==> src/rtl/triangle_cull_arbiter.sv <==
// rtl/triangle_cull_arbiter.sv - round-robin burst arbiter feeding one frustum culler, with per-frame triangle accounting
module triangle_cull_arbiter #(
  parameter int NUM_REQ   = 2,
  parameter int BURST_MAX = 4,
  parameter int TRI_W     = 96
) (
  input  logic                       clk,
  input  logic                       rst_n,
  input  logic [NUM_REQ*TRI_W-1:0]   req_triangle,
  input  logic [NUM_REQ-1:0]         req_valid,
  input  logic [NUM_REQ-1:0]         req_last,
  output logic [NUM_REQ-1:0]         req_ready,
  output logic [TRI_W-1:0]           out_triangle,
  output logic                       out_valid,
  input  logic                       out_ready,
  output logic [$clog2(NUM_REQ)-1:0] out_src,
  input  logic                       cull_busy,
  output logic                       frame_done,
  output logic [31:0]                frame_tri_count,
  output logic                       busy
);
  localparam int SRC_W = $clog2(NUM_REQ);
  localparam logic [3:0] BURST_LIM = 4'(BURST_MAX);

  typedef enum logic [1:0] {RUN, DRAIN, DONE} state_e;

  state_e             state_q, state_d;
  logic [TRI_W-1:0]   out_tri_q;
  logic               out_valid_q;
  logic [SRC_W-1:0]   out_src_q;
  logic [SRC_W-1:0]   cur_q;
  logic [3:0]         burst_q, burst_d;
  logic [NUM_REQ-1:0] last_seen_q;
  logic [31:0]        tri_cnt_q;
  logic [31:0]        frame_cnt_q;

  logic               stage_free;
  logic               sel_valid;
  logic               xfer;
  logic [SRC_W-1:0]   sel;
  logic [NUM_REQ-1:0] eligible;
  logic [NUM_REQ-1:0] others;

  assign stage_free = !out_valid_q || out_ready;
  assign xfer       = (state_q == RUN) && stage_free && sel_valid;

  // Stay on the current lane unless its burst is used up and someone else waits;
  // otherwise rotate to the nearest eligible lane after it.
  always_comb begin
    int idx;
    idx       = 0;
    eligible  = req_valid & ~last_seen_q;
    others    = eligible;
    others[cur_q] = 1'b0;
    sel       = cur_q;
    sel_valid = 1'b0;
    if (eligible[cur_q] && !(burst_q == BURST_LIM && |others)) begin
      sel_valid = 1'b1;
    end else begin
      for (int k = NUM_REQ - 1; k >= 1; k--) begin
        idx = (int'(cur_q) + k) % NUM_REQ;
        if (eligible[idx]) begin
          sel       = SRC_W'(idx);
          sel_valid = 1'b1;
        end
      end
    end
  end

  always_comb begin
    req_ready = '0;
    if (rst_n && xfer) req_ready[sel] = 1'b1;
  end

  always_comb begin
    burst_d = 4'd1;
    if (sel == cur_q) burst_d = (burst_q == BURST_LIM) ? burst_q : burst_q + 4'd1;
  end

  always_ff @(posedge clk or negedge rst_n) begin
    if (!rst_n) begin
      state_q <= RUN;
    end else begin
      state_q <= state_d;
    end
  end

  always_comb begin
    state_d = state_q;
    case (state_q)
      RUN:     if (&last_seen_q) state_d = DRAIN;
      DRAIN:   if (!out_valid_q && !cull_busy) state_d = DONE;
      DONE:    state_d = RUN;
      default: state_d = RUN;
    endcase
  end

  always_comb begin
    frame_done = (state_q == DONE);
    busy       = out_valid_q || (state_q != RUN);
  end

  always_ff @(posedge clk or negedge rst_n) begin
    if (!rst_n) begin
      out_tri_q   <= '0;
      out_valid_q <= 1'b0;
      out_src_q   <= '0;
      cur_q       <= '0;
      burst_q     <= '0;
      last_seen_q <= '0;
      tri_cnt_q   <= '0;
      frame_cnt_q <= '0;
    end else begin
      if (xfer) begin
        out_tri_q   <= req_triangle[int'(sel)*TRI_W +: TRI_W];
        out_src_q   <= sel;
        out_valid_q <= 1'b1;
        cur_q       <= sel;
        burst_q     <= burst_d;
        tri_cnt_q   <= tri_cnt_q + 32'd1;
        if (req_last[sel]) last_seen_q[sel] <= 1'b1;
      end else if (out_ready) begin
        out_valid_q <= 1'b0;
      end
      if (state_q == DONE) begin
        frame_cnt_q <= tri_cnt_q;
        tri_cnt_q   <= '0;
        last_seen_q <= '0;
      end
    end
  end

  assign out_triangle    = out_tri_q;
  assign out_valid       = out_valid_q;
  assign out_src         = out_src_q;
  assign frame_tri_count = frame_cnt_q;

endmodule

==> config.mk <==
export PLATFORM = sky130hd
export DESIGN_NAME = triangle_cull_arbiter
export DESIGN_NICKNAME = d
export VERILOG_FILES = /design/src/rtl/triangle_cull_arbiter.sv
export SDC_FILE = /design/constraint.sdc
export NUM_CORES = 1
export LEC_CHECK = 0
export CORE_MARGIN = 2
export CORE_UTILIZATION = 46
export CTS_CLUSTER_DIAMETER = 40
export DETAILED_ROUTE_END_ITERATION = 12
export PLACE_DENSITY = 0.95
export SLEW_MARGIN = 5
export SYNTH_ARGS = -nofsm -noshare
export SYNTH_HDL_FRONTEND = slang
export SYNTH_SLANG_ARGS = --single-unit
==> constraint.sdc <==
create_clock -name clk -period 4.5 [get_ports clk]
set_input_delay 0.675 -clock clk [delete_from_list [all_inputs] [get_ports clk]]
set_output_delay 0.675 -clock clk [all_outputs]
set_load 0.03 [all_outputs]
==> flow_metrics.tcl <==
set metrics [dict create \
    drc 0 \
    grt_pass1_wl_um 42000 \
    num_vias 7932 \
    die_height_um 133 \
    critPathBufInv 2 \
    maxCapViolCount 0 \
    fin_setup_tns_ps 0 \
    period_share_pct 71.8 \
    cp_slowest_cell "clkdlybuf4s50_1" \
    dr.pass1.iters 5 \
    reg2reg_depth 8 \
    synth_cells 892 \
    slowest_delay_ps 700 \
    hp-class "input port to async pin" \
    netlist_area_um2 7630 \
    placed_area_um2 11100 \
    place_congestion 0.894 \
    finalCriticalPeriod_ps 3230 \
    grt_pass1_vias 8024 \
    cts_tree "done" \
    grt_max_degree 99 \
    initial_core_util_pct 46.5 \
    synth_edf_count 0 \
    critPathKind "input port to output pin" \
    synthAdderAreaFrac_pct 0.492 \
    synth-simple-area-share_pct 21.9 \
    ys.flop_type "dfrtp_1" \
    finalMaxSlewViolations 0 \
    synth-xor-area-share_pct 1.95 \
    max_freq_ghz 0.309 \
    synth_top_family_by_area "simple AND/OR/NAND/NOR gates" \
    path_clk_slew_ps 60 \
    core_area_um2 16400 \
    dpl.hpwl_um 18400 \
    antenna_found_initial 3 \
    cts_buffers 17 \
    cts_resized 0 \
    setup_viol 0 \
    finalNetCount 1400 \
    synth_area_per_cell_um2 8.55 \
    irDropWorstVdd_v 0.000712 \
    clkSinkCount 170 \
    avgRoutedWirePerCell_um 18.4 \
    io_pins 334 \
    regToRegEndpoint "out_triangle[59]" \
    die_w_um 133 \
    syn_nets 1095 \
    p_leak_nw 5.05 \
    worstMarginPinSlew_ps 1060 \
    startpoint_type "input port" \
    muxShareOfSynthArea_pct 0.279 \
    rsz0062_at_grt "false" \
    fp-row-count 47 \
    yosysWarnings 0 \
    crit_fanout 6 \
    required_ps 3830 \
    stdcell_area_um2 11700 \
    crit_arrival_ps 2560 \
    path_cells "clkdlybuf4s50_1 -> nor2b_2 -> o211a_4 -> nand2_1 -> nor2_1 -> clkdlybuf4s50_1" \
    initialDrtViolationCount 674 \
    drive_gt1_share_pct 4.63 \
    clock_latency_ps 440 \
    synth_cell_types 45 \
    synth-compound-area-share_pct 16.3 \
    grt.overflow.total 0 \
    clock_skew_ps 16.8 \
    routed_wl_um 26300 \
    die_area_um2 17600 \
    crit_family "buffers and inverters" \
    ctsHoldBuffers 0 \
    ys_ff_latch 170 \
    post_cts_buffers 0 \
    r2r-start "burst_q[0]" \
    crit_path_end_kind "output pin" \
    slew_headroom_pct 29.1 \
    yosysSeqAreaShare_pct 55.8 \
    area_growth_pct 53.3 \
    rrSetupSlack_ps 1770 \
    drtAntennaViolNets 0 \
    cts_buffer_depth 2 \
    numPortBuffers 333 \
    hold_viol_final 0 \
    outcome "complete, no violations" \
    cts-root-buf "clkbuf_16" \
    cellPowerDensity_nw_per_um2 680 \
    cts.htree.levels 4 \
    grtUsageTotal_pct 30.1 \
    crit_top_cell "clkdlybuf4s50_1" \
    async_reset_ff_share_pct 100 \
    via_per_inst 5.54 \
]
==> kinds of logic (layout without fill, tap and decap cells) <==
| kind of cell | count (synthesis) | in the layout |
|---|---|---|
| simple gates | 397 | 397 |
| compound gates | 239 | 239 |
| flops | 170 | 170 |
| buf+inv | 64 | 382 |
| xor+xnor | 17 | 17 |
| fa+ha+maj | 3 | 3 |
| mux | 2 | 2 |
| other cells | 0 | 3 |
==> synth_stat cells (2+ instances only) <==
library cell | count | area [um2]
or4_1 | 7 | 52.6
nor2_1 | 121 | 454
ha_1 | 3 | 37.5
nor4b_1 | 3 | 26.3
a31oi_1 | 2 | 12.5
or3_1 | 6 | 37.5
nor3_1 | 4 | 20.0
inv_1 | 6 | 22.5
clkbuf_1 | 46 | 173
or3_2 | 3 | 22.5
o21ai_0 | 14 | 70.1
a21oi_1 | 206 | 1030
and3_1 | 5 | 31.3
buf_1 | 6 | 22.5
buf_2 | 5 | 25.0
nand2_1 | 214 | 803
xor2_1 | 11 | 96.3
nand3_1 | 13 | 65.1
xnor2_1 | 6 | 52.6
o31ai_1 | 4 | 30.0
o211ai_1 | 5 | 37.5
nand4_1 | 7 | 43.8
nand2b_1 | 3 | 18.8
nand3b_1 | 2 | 15.0
dfrtp_1 | 170 | 4250
==> final cells by class <==
| class | instances | area [um2] |
|---|---|---|
| fillers | 1073 | 4720 |
| flip-flops and latches | 170 | 4250 |
| repair buffers | 343 | 3410 |
| multi-input cells | 658 | 3150 |
| clock buffers | 20 | 447 |
| well taps | 220 | 275 |
| clock inverters | 12 | 118 |
| inverters | 7 | 26.3 |
| diodes | 3 | 7.51 |
==> metal layers <==
| metal | share of wire (%) | wire length, um | track usage (%) |
|---|---|---|---|
| met1 | 36 | 9580 | 35.1 |
| met2 | 49 | 12900 | 48.6 |
| met3 | 9.0 | 2380 | 10.1 |
| met4 | 5.7 | 1500 | 17.8 |
| met5 | 0 | 0 | 0 |
==> layout by cell type, fill, tap and decap left out, types with 2 or more instances in the layout <==
cell | netlist | layout
nor4b_1 | 3 | 3
clkdlybuf4s50_1 | 0 | 332
clkbuf_1 | 46 | 2
nor2_1 | 121 | 121
o21ai_0 | 14 | 14
inv_1 | 6 | 6
nand3b_1 | 2 | 2
or4_1 | 7 | 7
a21oi_1 | 206 | 206
nand3_1 | 13 | 13
dfrtp_1 | 170 | 170
o211ai_1 | 5 | 5
xor2_1 | 11 | 11
or3_2 | 3 | 3
clkinvlp_4 | 0 | 4
or3_1 | 6 | 6
nand2b_1 | 3 | 3
inv_6 | 0 | 2
o31ai_1 | 4 | 4
diode_2 | 0 | 3
ha_1 | 3 | 3
nand2_1 | 214 | 214
nor3_1 | 4 | 4
clkbuf_16 | 0 | 17
and3_1 | 5 | 5
a31oi_1 | 2 | 2
buf_4 | 0 | 10
xnor2_1 | 6 | 6
clkinv_4 | 0 | 4
nand4_1 | 7 | 7
==> how the worst max path moves through the flow <==
stage,slack [ps],end,cells after the start,startpoint
2_1_floorplan,1600,req_ready[0],6,req_valid[0]
3_5_place_dp,1250,tri_cnt_q[20],7,req_valid[0]
5_1_grt,1190,req_ready[0],6,req_valid[0]
4_1_cts,1280,req_ready[0],6,req_valid[0]
3_3_place_gp,1290,tri_cnt_q[20],7,req_valid[0]
6_report,1270,req_ready[0],6,req_valid[0]
==> metrics by stage <==
step / power (W) / hold WS (ps) / instances / setup slack, ps / utilization (%)
3_5_place_dp: 0.00649 / 466 / 1398 / 1250 / 67.8
2_1_floorplan: 0.00480 / 379 / 892 / 1600 / -
3_3_place_gp: 0.00636 / 457 / 1398 / 1290 / 67.8
6_report: 0.00795 / 105 / 1433 / 1270 / 71.2
4_1_cts: 0.00794 / 102 / 1430 / 1280 / 71.2
5_1_grt: 0.00839 / 108 / 1433 / 1190 / 71.2
==> flip-flops by register name (all words and copies together), names as in the netlist <==
name and flops:
tri_cnt_q 32, cur_q 1, out_valid 1, out_triangle 96, state_q 2, frame_tri_count 32
last_seen_q 2, burst_q 4
==> power by group <==
part	switching [W]	total [W]	internal, W
Sequential	0.000350	0.00241	0.00206
Combinational	0.00259	0.00412	0.00153
Clock	0.000636	0.00142	0.000781
No activity file was read; power rests on OpenSTA's default activity.
